--- src/rtl/card_reader_converter_pkg.sv ---
// Shared constants and types for the punch-card row reader and BCD-to-binary converter.
package card_reader_converter_pkg;

  localparam int ROWS_DEFAULT  = 15;
  localparam int ACC_W_DEFAULT = 50;

  localparam logic [3:0] BLANK_DIGIT = 4'hF;

  // LSB position of each BCD field inside a 16-bit row word
  localparam int FLD_X = 12;
  localparam int FLD_Y = 8;
  localparam int FLD_Z = 4;
  localparam int FLD_B = 0;

  typedef enum logic [1:0] {
    IDLE  = 2'd0,
    FETCH = 2'd1,
    ACC   = 2'd2,
    DONE  = 2'd3
  } state_e;

  localparam logic [1:0] CARD_EQ1 = 2'd1;
  localparam logic [1:0] CARD_EQ2 = 2'd2;
  localparam logic [1:0] CARD_EQ3 = 2'd3;

  function automatic logic is_bcd_digit(input logic [3:0] nibble);
    return (nibble <= 4'd9);
  endfunction

endpackage

--- src/rtl/card_reader_converter_bcd_mac_lane.sv ---
// One field lane: folds decimal digits into a binary accumulator (acc*10 + digit),
// with sticky flags for non-digit codes and for results wider than ACC_W.
module card_reader_converter_bcd_mac_lane
  import card_reader_converter_pkg::*;
#(
  parameter int ACC_W = ACC_W_DEFAULT
) (
  input  logic             clk,
  input  logic             rst_n,
  input  logic             i_clear,
  input  logic             i_en,
  input  logic [3:0]       i_nibble,
  output logic [ACC_W-1:0] o_acc,
  output logic             o_err,
  output logic             o_ovf
);

  logic [ACC_W-1:0] r_acc;
  logic             r_err;
  logic             r_ovf;
  logic [ACC_W+3:0] w_wide;
  logic [ACC_W+3:0] w_sum;
  logic             w_digit;

  // acc*10 + digit, carried at four extra bits so overflow is visible
  always_comb begin
    w_wide  = {4'b0000, r_acc};
    w_sum   = (w_wide << 3) + (w_wide << 1) + {{ACC_W{1'b0}}, i_nibble};
    w_digit = is_bcd_digit(i_nibble);
  end

  // Accumulator and sticky flags; blank nibbles leave everything untouched
  always_ff @(posedge clk) begin
    if (!rst_n) begin
      r_acc <= {ACC_W{1'b0}};
      r_err <= 1'b0;
      r_ovf <= 1'b0;
    end else if (i_clear) begin
      r_acc <= {ACC_W{1'b0}};
      r_err <= 1'b0;
      r_ovf <= 1'b0;
    end else if (i_en) begin
      if (w_digit) begin
        r_acc <= w_sum[ACC_W-1:0];
        if (|w_sum[ACC_W+3:ACC_W]) begin
          r_ovf <= 1'b1;
        end
      end else if (i_nibble != BLANK_DIGIT) begin
        r_err <= 1'b1;
      end
    end
  end

  assign o_acc = r_acc;
  assign o_err = r_err;
  assign o_ovf = r_ovf;

endmodule

--- src/rtl/card_reader_converter.sv ---
// Reads one equation card row by row from the punch-card ROM and converts the
// four BCD fields (X, Y, Z, B) to binary, most significant row first.
module card_reader_converter
  import card_reader_converter_pkg::*;
#(
  parameter int ROWS  = ROWS_DEFAULT,
  parameter int ACC_W = ACC_W_DEFAULT
) (
  input  logic             clk,
  input  logic             rst_n,
  input  logic             start,
  input  logic [1:0]       card_sel,
  output logic             busy,
  output logic             done,
  output logic             bad_sel,
  output logic [1:0]       card_slt,
  output logic             mask,
  output logic [3:0]       card_addr,
  input  logic [15:0]      card_in,
  output logic [ACC_W-1:0] val_x,
  output logic [ACC_W-1:0] val_y,
  output logic [ACC_W-1:0] val_z,
  output logic [ACC_W-1:0] val_b,
  output logic [3:0]       digit_err,
  output logic [3:0]       ovf
);

  localparam logic [3:0] LAST_ROW = 4'(ROWS - 1);

  state_e      r_state;
  logic        r_busy;
  logic        r_done;
  logic        r_bad_sel;
  logic [1:0]  r_card_slt;
  logic [3:0]  r_card_addr;
  logic [15:0] r_row;
  logic        w_accept;
  logic        w_acc_en;
  logic [3:0]  w_err;
  logic [3:0]  w_ovf;

  assign w_accept = (r_state == IDLE) && start && (card_sel != 2'd0);
  assign w_acc_en = (r_state == ACC);

  // Card sequencer: one FETCH/ACC pair per row, then a single DONE cycle
  always_ff @(posedge clk) begin
    if (!rst_n) begin
      r_state     <= IDLE;
      r_busy      <= 1'b0;
      r_done      <= 1'b0;
      r_bad_sel   <= 1'b0;
      r_card_slt  <= 2'd0;
      r_card_addr <= 4'd0;
      r_row       <= 16'd0;
    end else begin
      r_done    <= 1'b0;
      r_bad_sel <= 1'b0;
      case (r_state)
        IDLE: begin
          if (start) begin
            if (card_sel != 2'd0) begin
              r_card_slt  <= card_sel;
              r_card_addr <= 4'd0;
              r_busy      <= 1'b1;
              r_state     <= FETCH;
            end else begin
              r_bad_sel <= 1'b1;
            end
          end
        end
        FETCH: begin
          r_row   <= card_in;
          r_state <= ACC;
        end
        ACC: begin
          if (r_card_addr == LAST_ROW) begin
            r_state <= DONE;
          end else begin
            r_card_addr <= r_card_addr + 4'd1;
            r_state     <= FETCH;
          end
        end
        DONE: begin
          r_done  <= 1'b1;
          r_busy  <= 1'b0;
          r_state <= IDLE;
        end
        default: begin
          r_state <= IDLE;
        end
      endcase
    end
  end

  card_reader_converter_bcd_mac_lane #(.ACC_W(ACC_W)) u_lane_x (
    .clk(clk), .rst_n(rst_n), .i_clear(w_accept), .i_en(w_acc_en),
    .i_nibble(r_row[FLD_X +: 4]), .o_acc(val_x), .o_err(w_err[3]), .o_ovf(w_ovf[3])
  );

  card_reader_converter_bcd_mac_lane #(.ACC_W(ACC_W)) u_lane_y (
    .clk(clk), .rst_n(rst_n), .i_clear(w_accept), .i_en(w_acc_en),
    .i_nibble(r_row[FLD_Y +: 4]), .o_acc(val_y), .o_err(w_err[2]), .o_ovf(w_ovf[2])
  );

  card_reader_converter_bcd_mac_lane #(.ACC_W(ACC_W)) u_lane_z (
    .clk(clk), .rst_n(rst_n), .i_clear(w_accept), .i_en(w_acc_en),
    .i_nibble(r_row[FLD_Z +: 4]), .o_acc(val_z), .o_err(w_err[1]), .o_ovf(w_ovf[1])
  );

  card_reader_converter_bcd_mac_lane #(.ACC_W(ACC_W)) u_lane_b (
    .clk(clk), .rst_n(rst_n), .i_clear(w_accept), .i_en(w_acc_en),
    .i_nibble(r_row[FLD_B +: 4]), .o_acc(val_b), .o_err(w_err[0]), .o_ovf(w_ovf[0])
  );

  assign busy      = r_busy;
  assign done      = r_done;
  assign bad_sel   = r_bad_sel;
  assign card_slt  = r_card_slt;
  assign card_addr = r_card_addr;
  assign mask      = 1'b0;
  assign digit_err = w_err;
  assign ovf       = w_ovf;

endmodule

--- config.mk ---
export PLATFORM = sky130hd
export DESIGN_NAME = card_reader_converter
export DESIGN_NICKNAME = d
export VERILOG_FILES = /design/src/rtl/card_reader_converter_pkg.sv /design/src/rtl/card_reader_converter_bcd_mac_lane.sv /design/src/rtl/card_reader_converter.sv
export SDC_FILE = /design/constraint.sdc
export NUM_CORES = 1
export LEC_CHECK = 0
export CAP_MARGIN = 5
export CORE_MARGIN = 4
export CORE_UTILIZATION = 61
export DETAILED_ROUTE_END_ITERATION = 8
export PLACE_DENSITY = 0.85
export SYNTH_ARGS = -nofsm -noshare
export SYNTH_HDL_FRONTEND = slang
export SYNTH_HIERARCHICAL = 1
export SYNTH_SLANG_ARGS = --single-unit
--- constraint.sdc ---
create_clock -name clk -period 8.9 [get_ports clk]
set_input_delay 1.335 -clock clk [delete_from_list [all_inputs] [get_ports clk]]
set_output_delay 1.335 -clock clk [all_outputs]
set_load 0.02 [all_outputs]
==> After elaboration in Yosys (flattened, before gate mapping) <==
Index checks and enable logic that the tools add are counted.
Widths: inputs -> output; s select.
{ "op_classes": {"add_sub_neg": 9, "n_lt_le_gt_ge": 4, "eq_ne": 11, "n_mux": 13, "bitwise": 5, "n_reduce_logical": 28} }
{ "op_table": {"columns": ["operator", "n"], "rows": [
  ["$add 53x51->54", 4],
  ["$add 54x4->54", 4],
  ["$reduce_and 3->1", 11],
  ["$le 4x4->1 const B", 4],
  ["$ne 4x4->1 const B", 4],
  ["$reduce_or 4->1", 4],
  ["$mux 4", 3],
  ["$reduce_and 2->1", 5],
  ["$pmux 2 s4", 1],
  ["$pmux 4 s2", 1],
  ["$mux 2", 3],
  ["$reduce_bool 2->1", 3],
  ["$not 1->1", 5],
  ["$add 4x1->4 const B", 1],
  ["$eq 2x2->1 const B", 2],
  ["$eq 4x4->1 const B", 1],
  ["$mux 1", 4],
  ["$ne 2x2->1 const B", 2],
  ["$reduce_and 4->1", 1],
  ["$eq 2x1->1 const B", 1],
  ["$logic_and 1x1->1", 2],
  ["$logic_not 2->1", 1],
  ["$ne 2x1->1 const B", 1],
  ["$pmux 1 s2", 1],
  ["$reduce_or 2->1", 1]
]} }
{ "totals": {"register_bits": 235, "input_bits": 21, "output_inout_bits": 218, "elab_cells": 89} }

==> Logic depth before layout (Yosys ltp) <==
Gate-level depths: netlist of the first run.
{ "depth": {"word_depth": 4, "ltp_mapped": 14, "depth_no_buf": 14} }

==> Cells and area by module <==
The synthesis of the first run kept the hierarchy.
{ "modules_own_cells": {"columns": ["mod", "n_inst", "cells_each", "area_each_um2", "seq_area_each_um2"], "rows": [
  ["card_reader_converter_bcd_mac_lane (u_lane_b ...)", 2, 730, 5571.6, 1041.0],
  ["card_reader_converter_bcd_mac_lane (u_lane_z)", 1, 707, 5506.5, 1041.0],
  ["card_reader_converter_bcd_mac_lane (u_lane_y)", 1, 702, 5328.9, 1041.0],
  ["card_reader_converter", 1, 129, 1067.3, 540.5]
]} }

==> Worst setup path before layout of the first run <==
Ideal clock, no wire load.
{ "synth_timing": {"path_type": "reg-to-reg", "startpoint": "reg u_lane_y.r_acc[0] (netlist: u_lane_y/o_acc[0])", "endpoint": "reg u_lane_y.r_ovf (netlist: u_lane_y/o_ovf)", "setup_time_ns": 0.129, "arrival_time_ns": 3.627, "required_ns": 8.771, "path_slack_ns": 5.144, "stages_incl_launch_ff": 15, "path_buffers": 0, "period_less_slack_ns": 3.756, "cell_sequence": "dfxtp_1 > inv_1 > fa_1 > inv_1 > fa_1 > a211oi_1 > o21ai_0 > a21boi_0 > a31oi_1 > nor3_1 > o31ai_1 > a21oi_1 > mux2_2 > a211oi_1 > a31oi_1"} }
{ "synth_between": {"elab_chain_cells": 4} }
{ "synth_lines": {"columns": ["element", "line_no", "text"], "rows": [
  ["from (decl)", "card_reader_converter_bcd_mac_lane.sv:18", "logic [ACC_W-1:0] r_acc;"],
  ["from (signal assigned)", "card_reader_converter_bcd_mac_lane.sv:35", "r_acc <= {ACC_W{1'b0}};"],
  ["from (signal assigned)", "card_reader_converter_bcd_mac_lane.sv:39", "r_acc <= {ACC_W{1'b0}};"],
  ["from (signal assigned)", "card_reader_converter_bcd_mac_lane.sv:44", "r_acc <= w_sum[ACC_W-1:0];"],
  ["$add 53x51->54", "card_reader_converter_bcd_mac_lane.sv:28", "w_sum = (w_wide << 3) + (w_wide << 1) + {{ACC_W{1'b0}}, i_nibble};"],
  ["$add 54x4->54", "card_reader_converter_bcd_mac_lane.sv:28", null],
  ["$reduce_or 4->1", "card_reader_converter_bcd_mac_lane.sv:45", "if (|w_sum[ACC_W+3:ACC_W]) begin"],
  ["$reduce_and 3->1 (no source line)", null, null],
  ["to (signal assigned)", "card_reader_converter_bcd_mac_lane.sv:37", "r_ovf <= 1'b0;"],
  ["to (signal assigned)", "card_reader_converter_bcd_mac_lane.sv:41", "r_ovf <= 1'b0;"],
  ["to (signal assigned)", "card_reader_converter_bcd_mac_lane.sv:46", "r_ovf <= 1'b1;"],
  ["to (decl)", "card_reader_converter_bcd_mac_lane.sv:20", "logic r_ovf;"]
]} }
Every way passes these cells.
A chain may end at the register's enable or synchronous reset.

==> Final worst setup path of the first run <==
{ "layout_timing": {"startpoint": "reg r_row[11]", "endpoint": "reg u_lane_y.r_ovf (netlist: u_lane_y/o_ovf)"} }
{ "layout_between": {"elab_chain_cells": 3, "elab_cells_between_ends": 4, "classes_between": "1 x add/sub; 1 x order compare; 2 x reduce/logical"} }
{ "layout_lines": {"columns": ["element", "line_no", "text"], "rows": [
  ["from (decl)", "card_reader_converter.sv:36", "logic [15:0] r_row;"],
  ["from (signal assigned)", "card_reader_converter.sv:72", "r_row <= card_in;"],
  ["$add 54x4->54", "card_reader_converter_bcd_mac_lane.sv:28", null],
  ["$reduce_or 4->1", "card_reader_converter_bcd_mac_lane.sv:45", null],
  ["$reduce_and 3->1 (no source line) (*)", null, null]
]} }
Every way passes the cells marked *; elsewhere a longest branch is shown, timed or not.

==> results.txt, run 1 <==
In this run, the number of DRC markers left after iteration 0 of detailed routing was 1364. Once the clock tree was built, the setup fixing pass inserted 0 buffers. For this run, the register share of the synthesized area comes to 0.204. The async set or reset register ratio after synthesis came out at 0. The vertical die dimension came out at 202 um.

The logic depth of the worst setup path including buffers came out at 14. The wire length on met2 came out at 31.3 mm. The most used flip-flop cell after synthesis is sky130_fd_sc_hd__dfxtp_1. CTS built an H-tree with a depth of 1.

Setup repair after global routing left no endpoint under its margin. The detailed router used layers up to and including met5. The number of synthesized flops with an enable pin came out at 0. The remaining max-slew budget at the tightest pin is 0.475. The number of hold buffers added after CTS came out at 0. The number of failing hold endpoints at the final stage is 0. The clock reaches the later pin of the worst-skew pair after 0.58 ns.

The number of gates resized after cts is 0. The critical path starts at r_row[11]. Timing would allow up to 0.243 GHz. The wire length on met1 came out at 28.2 mm. The library cell used most frequently in the layout, excluding fill and tap cells, is sky130_fd_sc_hd__nand2_1.

In this run, distinct cell masters in the synthesized netlist total 106. The total number of vias is 23.2k. The setup TNS after final layout is 0 ns. The number of antenna violations at the first check in global routing came out at 3. Following the worst setup path forward leads to its endpoint at u_lane_y/o_ovf.

The via count of the first global-routing pass came to 22.5k. In the synthesized netlist, the number of instances is 2998. The worst setup path is launched from a register. The library cells used most frequently in the layout, excluding fill and tap cells, are 471 x sky130_fd_sc_hd__nand2_1, 398 x sky130_fd_sc_hd__ha_1, 395 x sky130_fd_sc_hd__a21oi_1. The routed design could run at a clock period as short as 4.11 ns. The count of fill cells added during filler insertion is 3029. The number of nets still failing antenna checks after routing came out at 0.

The period utilization came out at 0.462. The worst path buffer plus inverter count is 2. The static leakage came out at 0.0116 uW. The required time of the worst setup path is 9.35 ns. CTS placed an instance of sky130_fd_sc_hd__clkbuf_16 at the clock tree root. Yosys printed 6 warnings.

The worst-case IR drop observed on VDD is 154 uV. The maximum fanout encountered on the critical timing path is 3. The detailed-routing iteration count for the pre-antenna-repair pass came out at 8. Max-cap violations in this run came to 0. The area overhead of the layout relative to synthesis came out at 14.6%. The final cell count without fillers came out at 3647. The first global-routing pass estimated 110 mm of wire. The category of the most critical setup path is reg -> reg. The number of cells on the worst reg-to-reg path is 14. The data arrival time of the critical path came out at 4.56 ns.

Setup violations remaining at the end of the flow were counted as 0. The TritonCTS sink count is 235. The number of pins with negative max-slew slack in the final report is 0. The worst-margin pin slew came out at 0.786 ns. The die is 202 um wide. Traced cell by cell, the critical path runs through inv_1 -> fa_1 -> inv_1 -> fa_1 -> a211oi_1 -> o21ai_0 -> a21boi_0 -> a31oi_1 -> nor3_1 -> o31ai_1 -> a21oi_1 -> mux2_2 -> a211oi_1 -> a31oi_1.

The synthesized net count is 3425. The placeable core area is 37000 um2. The slowest stage of the critical path belongs to the cell sky130_fd_sc_hd__fa_1. The area of the mapped netlist is 23000 um2.

The tightest min-delay check is of the reg -> reg type. After detailed routing, the average wire length per cell comes to 18.6 um. The area occupied by registers is 4700 um2. The buffer levels on the longest clock path is 3. The HPWL after detailed placement is 51.2 mm. The aggregate global-route resource usage came out at 0.312. Input and output buffers added on the ports amount to 237. The number of top-level design ports came out at 239. The per-instance average area after synthesis came out at 7.69 um2. The internal reg-to-reg setup slack came out at 4.79 ns.

The clock tree from TritonCTS is built. The aggregate routed wire length came out at 67.9 mm. Counting flops and latches in the post-synthesis netlist gives 235. The number of buffers created by CTS came out at 28. Clock-pin slew was measured on the worst setup and hold paths at 0.06 ns.

The net total in the final layout is 3548. The initial core utilization is 0.624. The placed cell count came out at 3595. The maximum number of pins on one net before global-route repair came out at 60. The detailed-route DRC error count is 0. The routed via count divided by cell count is 6.36.

The flow ran to the end, and the final reports show no timing, DRC or antenna violations. Broken down by cell family, the worst path's largest delay share belongs to compound AO/OA/AOI/OAI gates. The startpoint of the worst-slack reg-to-reg timing path is r_row[11]. The floorplan has 70 rows.

The endpoint of the most critical register-to-register path is u_lane_y/o_ovf. The total power divided by cell area is 92.6 nW/um2. After global routing the overflow that remains totals 0.

The kind of capture point of the worst setup path is a register. The worst stage delay on the critical path is 0.53 ns. The worst-case clock skew came out at 0.0107 ns. The total design power came out at 2450 uW. The placer congestion estimate is 0.958.

The multi-input combinational cells in the finished layout cover a total of 17300 um2. The amount of wire on met3 after detailed routing is 5.38 mm. The ratio of cells with drive above 1 in the final layout came out at 0.0490.

The area of the die came out at 41000 um2.
[where the power goes]
| part | leakage (uW) | internal [uW] | total (uW) | switching (uW) |
|---|---|---|---|---|
| clock network | 0.000483 | 737 | 1230 | 496 |
| logic | 0.00918 | 42.0 | 144 | 102 |
| registers | 0.00189 | 1060 | 1070 | 9.76 |
[routing by layer]
metal,vias to the layer above,global-route usage
li1,11179,-
met1,10872,0.390
met2,943,0.527
met3,194,0.0598
met4,2,0.131
met5,-,0
[through the flow]
| stage | hold slack, ns | instance area [um2] | worst slack, ns | utilization |
|---|---|---|---|---|
| after floorplan | 0.445 | 23000 | 5.14 | - |
| after global placement | 0.452 | 25400 | 4.96 | 0.688 |
| after detailed placement | 0.460 | 25400 | 4.84 | 0.688 |
| after CTS | 0.471 | 26400 | 4.81 | 0.715 |
| after global routing | 0.496 | 26400 | 4.44 | 0.715 |
| final | 0.466 | 26400 | 4.79 | 0.715 |
[cells in the mapped netlist (7+ instances only)]
cell                       number  area (um2)
sky130_fd_sc_hd__a21oi_1      395        1980
sky130_fd_sc_hd__or4_1         10        75.1
sky130_fd_sc_hd__xnor2_1      100         876
sky130_fd_sc_hd__fa_1           8         160
sky130_fd_sc_hd__a21o_1        68         510
sky130_fd_sc_hd__nand2_1      473        1780
sky130_fd_sc_hd__nand4_1       67         419
sky130_fd_sc_hd__dfxtp_1      235        4700
sky130_fd_sc_hd__o21a_1        31         233
sky130_fd_sc_hd__a211oi_1      31         233
sky130_fd_sc_hd__buf_2         26         130
sky130_fd_sc_hd__buf_4         11        82.6
sky130_fd_sc_hd__buf_1         12        45.0
sky130_fd_sc_hd__ha_1         398        4980
sky130_fd_sc_hd__nor2b_1       22         138
sky130_fd_sc_hd__nor2_1       162         608
sky130_fd_sc_hd__o21ai_2        7        61.3
sky130_fd_sc_hd__a211o_1        7        61.3
sky130_fd_sc_hd__or2_2         14        87.6
sky130_fd_sc_hd__nand2b_1      15        93.8
sky130_fd_sc_hd__and3_1        19         119
sky130_fd_sc_hd__or3_1         13        81.3
sky130_fd_sc_hd__nand3_1       85         425
sky130_fd_sc_hd__inv_1         79         297
sky130_fd_sc_hd__o31ai_1        8        60.1
sky130_fd_sc_hd__and4_1         8        70.1
sky130_fd_sc_hd__a31oi_1       38         238
sky130_fd_sc_hd__o21bai_1      44         330
sky130_fd_sc_hd__a221oi_1       9        78.8
sky130_fd_sc_hd__xor2_1        55         482
sky130_fd_sc_hd__o21ai_1       16        80.1
sky130_fd_sc_hd__nor3_1        35         175
sky130_fd_sc_hd__and2_1        13        81.3
sky130_fd_sc_hd__mux2i_1        9        90.1
sky130_fd_sc_hd__clkbuf_1     101         379
sky130_fd_sc_hd__o21ai_0      180         901
sky130_fd_sc_hd__o211ai_1      20         150
[worst register-to-register path: stages (launching register included)]
cell and delay (ns):
sky130_fd_sc_hd__dfxtp_1 0.35, sky130_fd_sc_hd__inv_1 0.07, sky130_fd_sc_hd__fa_1 0.53, sky130_fd_sc_hd__inv_1 0.07, sky130_fd_sc_hd__fa_1 0.49, sky130_fd_sc_hd__a211oi_1 0.30, sky130_fd_sc_hd__o21ai_0 0.17, sky130_fd_sc_hd__a21boi_0 0.39
sky130_fd_sc_hd__a31oi_1 0.16, sky130_fd_sc_hd__nor3_1 0.33, sky130_fd_sc_hd__o31ai_1 0.17, sky130_fd_sc_hd__a21oi_1 0.26, sky130_fd_sc_hd__mux2_2 0.37, sky130_fd_sc_hd__a211oi_1 0.22, sky130_fd_sc_hd__a31oi_1 0.11
[logic make-up after synthesis]
logic type	count (synthesis)	synth area share
simple gates	983	0.197
compound gates	968	0.268
fa+ha+maj	406	0.223
buf+inv	239	0.0444
flops	235	0.204
xor+xnor	155	0.0589
mux	11	0.00489
other cells	1	0.000163
[worst min path at each step]
stage	cells after the start	slack, ns	start	to
2_1_floorplan	2	0.45	r_row[0]	u_lane_b/o_acc[0]
3_3_place_gp	2	0.45	card_slt[0]	card_slt[0]
3_5_place_dp	2	0.46	card_slt[1]	card_slt[1]
4_1_cts	2	0.47	card_slt[1]	card_slt[1]
5_1_grt	2	0.50	card_slt[1]	card_slt[1]
6_report	2	0.47	card_slt[1]	card_slt[1]
[flip-flops by register name, indices dropped and copies added, names as in the netlist, 2 cells and up]
signal	count
u_lane_x/o_acc	50
u_lane_b/o_acc	50
card_addr	4
u_lane_z/o_acc	50
u_lane_y/o_acc	50
r_state	2
r_row	16
card_slt	2
[cell type report]
| class | instances | share of cell area |
|---|---|---|
| Antenna cell | 2 | 0.000189 |
| Inverter | 80 | 0.0114 |
| Clock buffer | 34 | 0.0297 |
| Clock inverter | 16 | 0.00701 |
| Sequential cell | 235 | 0.178 |
| Tap cell | 504 | 0.0239 |
| Multi-Input combinational cell | 2524 | 0.656 |
| Timing Repair Buffer | 252 | 0.0941 |
Note: power is estimated with default switching activity, not from simulation.
==> run 2, diff against run 1 <==
--- a/config.mk
+++ b/config.mk
@@ -7,9 +7,9 @@
 export LEC_CHECK = 0
 export CAP_MARGIN = 5
 export CORE_MARGIN = 4
-export CORE_UTILIZATION = 61
+export CORE_UTILIZATION = 53
 export DETAILED_ROUTE_END_ITERATION = 8
-export PLACE_DENSITY = 0.85
+export PLACE_DENSITY = 0.78
 export SYNTH_ARGS = -nofsm -noshare
 export SYNTH_HDL_FRONTEND = slang
 export SYNTH_HIERARCHICAL = 1
==> constraint.sdc (replaced) <==
create_clock -name clk -period 3.5 [get_ports clk]
set_input_delay 0.525 -clock clk [delete_from_list [all_inputs] [get_ports clk]]
set_output_delay 0.525 -clock clk [all_outputs]
set_load 0.02 [all_outputs]
==> run 2 against run 1 <==
  * Register-to-register slack worse by 4.7 ns
  * Routed wire length is 4.2% higher
  * Sequential cell count stayed put
  * Largest cell class unchanged
  * Largest power group unchanged
  * Highest routed layer is now met4
==> results.txt, run 2 (synthesis gave the netlist of run 1 again) <==
The category of the most critical setup path is reg -> reg (unchanged). The worst path buffer plus inverter count came out at 2 (unchanged). The instance area at placement came to 26000 um2 (was 25400 um2). The kind of capture point of the worst setup path is a register (unchanged). The internal power consumption came to 4610 uW (was 1840 uW). The reported net switching power is 1600 uW (was 607 uW). The setup TNS after final layout is 0 ns (unchanged).

The area overhead of the layout relative to synthesis is 18.5% (was 14.6%). The number of endpoints failing setup at the final stage was 0 (unchanged). The maximum number of pins on one net before global-route repair came out at 49 (was 60).

The required time of the worst setup path was 3.95 ns (was 9.35 ns). The worst ir drop on vdd came out at 354 uV (was 154 uV). Unrepaired setup endpoints after global routing: true (was false).

The data arrival time of the critical path is 3.82 ns (was 4.56 ns). The iteration-0 DRC count of the detailed router came out at 1615 (was 1364). The vertical die dimension came out at 217 um (was 202 um). The switching fraction of total power is 0.258 (was 0.248). The category of cells accounting for the largest share of critical-path delay is compound AO/OA/AOI/OAI gates (unchanged).

The detailed-routing iteration count for the pre-antenna-repair pass came out at 6 (was 8). The via count of the first global-routing pass came out at 22.6k (was 22.5k). The period utilization came to 0.963 (was 0.462).

The count of fill cells added during filler insertion came out at 3799 (was 3029). The buffer levels on the longest clock path is 3 (unchanged). The detailed-route wire length per cell was 18.6 um (about the same). The number of nets still failing antenna checks after routing is 0 (unchanged). The area of the die came out at 46900 um2 (was 41000 um2). The aggregate global-route resource usage is 0.286 (was 0.312). The buffer type at the clock tree root is sky130_fd_sc_hd__clkbuf_16 (unchanged). The clock edge transition at the registers on the reported setup and hold paths is 0.06 ns (about the same). The initial core utilization came to 0.535 (was 0.624). The worst-case clock skew is 0.0294 ns (was 0.0107 ns). The total design power came out at 6220 uW (was 2450 uW). The number of antenna violations at the first check in global routing came out at 0 (was 3). The portion of total power attributed to the clock network is 0.497 (was 0.504).

The total number of vias is 23.2k (about the same). The number of top-level design ports is 239 (unchanged). Most used cells in the layout excluding fill and tap cells: 470 x sky130_fd_sc_hd__nand2_1, 391 x sky130_fd_sc_hd__ha_1, 389 x sky130_fd_sc_hd__a21oi_1 (was 471 x sky130_fd_sc_hd__nand2_1, 398 x sky130_fd_sc_hd__ha_1, 395 x sky130_fd_sc_hd__a21oi_1).

The worst-margin pin slew is 0.832 ns (was 0.786 ns). The antenna diode count came out at 0 (was 2). The total power divided by cell area is 228 nW/um2 (was 92.6 nW/um2). The category of the worst setup path launch point was a register (unchanged). The achievable frequency came out at 0.297 GHz (was 0.243 GHz). The design area came out at 27300 um2 (was 26400 um2). Run status: complete, no violations (unchanged). The number of buffers created by CTS was 30 (was 28). The number of hold buffers added after CTS is 0 (unchanged).

The standard cell with the maximum stage delay on the critical path is sky130_fd_sc_hd__fa_1 (unchanged). The proportion of power drawn by flip-flops and latches is 0.438 (about the same). The CTS H-tree depth is 1 (unchanged). The ratio of cells with drive above 1 in the final layout came out at 0.0839 (was 0.0490).

The aggregate routed wire length is 70.7 mm (was 67.9 mm). Cell breakdown of the critical path: inv_1 -> fa_1 -> inv_1 -> ha_1 -> a211oi_1 -> nor2_1 -> a21oi_2 -> a31oi_4 -> o21ai_2 -> o41ai_4 -> nor4b_1 -> o31a_1 -> a31oi_1 (was inv_1 -> fa_1 -> inv_1 -> fa_1 -> a211oi_1 -> o21ai_0 -> a21boi_0 -> a31oi_1 -> nor3_1 -> o31ai_1 -> a21oi_1 -> mux2_2 -> a211oi_1 -> a31oi_1). The worst hold-check path type is reg -> reg (unchanged). The net total in the final layout is 3621 (was 3548).

The most common cell type on the critical path is sky130_fd_sc_hd__inv_1. The TritonCTS sink count is 235 (unchanged). The worst stage delay on the critical path came to 0.54 ns (was 0.53 ns). The count of max-cap constraint violations was 0 (unchanged).

The wire length of the first global-routing pass was 115 mm (was 110 mm). The post-route minimum period is 3.37 ns (was 4.11 ns). The remaining global-route overflow came to 0 (unchanged). The clock tree from TritonCTS was built (unchanged). The maximum fanout encountered on the critical timing path came out at 4 (was 3).

The HPWL after detailed placement is 54.2 mm (was 51.2 mm). The placer congestion estimate is 0.946 (was 0.958). The static leakage is 0.0119 uW (was 0.0116 uW).

The number of failing hold endpoints at the final stage is 0 (unchanged). The detailed-route DRC error count is 0 (unchanged). The horizontal die dimension came out at 217 um (was 202 um). The number of buffers added on ports was 237 (unchanged). The routed via count divided by cell count is 6.11 (was 6.36).

The placement row count came out at 76 (was 70). The remaining max-slew budget at the tightest pin is 0.445 (was 0.475). The commonest non-fill, non-tap cell in the layout is sky130_fd_sc_hd__nand2_1 (unchanged). The post-layout utilization of the core is 0.634 (was 0.715). The number of pins with negative max-slew slack in the final report was 0 (unchanged).

The fraction of power consumed by combinational cells was 0.065 (was 0.059). The clock latency on the worst-skew pair came out at 0.60 ns (was 0.58 ns). The placeable core area was 43100 um2 (was 37000 um2).
run 2: cell types whose count changed in the layout (fill, tap and decap cells not counted), moves of 4 or more:
cell / delta
sky130_fd_sc_hd__buf_4: +71
sky130_fd_sc_hd__ha_1: -7
sky130_fd_sc_hd__a21oi_1: -6
sky130_fd_sc_hd__a21oi_2: +6
sky130_fd_sc_hd__ha_2: +6
sky130_fd_sc_hd__o21ai_0: -5
sky130_fd_sc_hd__a211oi_1: -4
sky130_fd_sc_hd__clkbuf_1: +4
sky130_fd_sc_hd__o21ai_1: +4
run 2: through the flow:
step | hold slack, ns | std cells | setup WS (ns)
after floorplan | 0.438 | 2998 | 0.0166
after global placement | 0.448 | 3740 | -0.00424
after detailed placement | 0.453 | 3740 | -0.0167
after CTS | 0.461 | 3797 | 0.00216
after global routing | 0.489 | 3803 | -0.0508
final | 0.461 | 3803 | 0.128
run 2: worst reg2reg max path, stage by stage, from the launching register on:
cell and delay [ns]:
sky130_fd_sc_hd__dfxtp_1 0.36, sky130_fd_sc_hd__inv_1 0.08, sky130_fd_sc_hd__fa_1 0.54, sky130_fd_sc_hd__inv_1 0.07, sky130_fd_sc_hd__ha_1 0.30, sky130_fd_sc_hd__a211oi_1 0.09
sky130_fd_sc_hd__nor2_1 0.24, sky130_fd_sc_hd__a21oi_2 0.13, sky130_fd_sc_hd__a31oi_4 0.24, sky130_fd_sc_hd__o21ai_2 0.16, sky130_fd_sc_hd__o41ai_4 0.45, sky130_fd_sc_hd__nor4b_1 0.33
sky130_fd_sc_hd__o31a_1 0.17, sky130_fd_sc_hd__a31oi_1 0.08
run 2: final cells by class:
type / count / area (um2) / share of cell area
Timing Repair Buffer: 323 / 3020 / 0.111
Clock inverter: 14 / 114 / 0.00417
Sequential cell: 235 / 4710 / 0.172
Inverter: 80 / 300 / 0.0110
Tap cell: 585 / 732 / 0.0268
Clock buffer: 42 / 866 / 0.0317
Multi-Input combinational cell: 2524 / 17600 / 0.643
run 2: timing repair:
action / in CTS / in global routing
pin swaps: 1 / 14
setup buffers: 1 / 6
setup endpoints to repair: 7 / 47
cloned: 0 / 0
resized for setup: 2 / 50
run 2: worst paths after layout:
check                   start              to  slack [ns]  depth (start not counted)
setup reg to reg    r_row[15]  u_lane_x/o_ovf        0.13                         13
hold reg to reg   card_slt[0]     card_slt[0]        0.46                          2
hold / removal    card_slt[0]     card_slt[0]        0.46                          2
setup / recovery    r_row[15]  u_lane_x/o_ovf        0.13                         13
run 2: per-layer routing:
layer  GRT usage  part of all wire  vias to the layer above  wire length (um)
li1            -                 -                    11350                 -
met1       0.373              0.44                    10969             31100
met2       0.495              0.47                      780             33500
met3      0.0409             0.058                      148              4070
met4      0.0787             0.029                        0              2030
met5           0                 0                        -                 0
run 2: power groups by stage:
stage / sequential (uW) / combinational [uW] / clock (uW)
after floorplan: 2790 / 220 / 0
after global placement: 2780 / 389 / 0
after detailed placement: 2780 / 396 / 0
after CTS: 2720 / 398 / 3180
after global routing: 2720 / 435 / 3260
final: 2720 / 405 / 3090
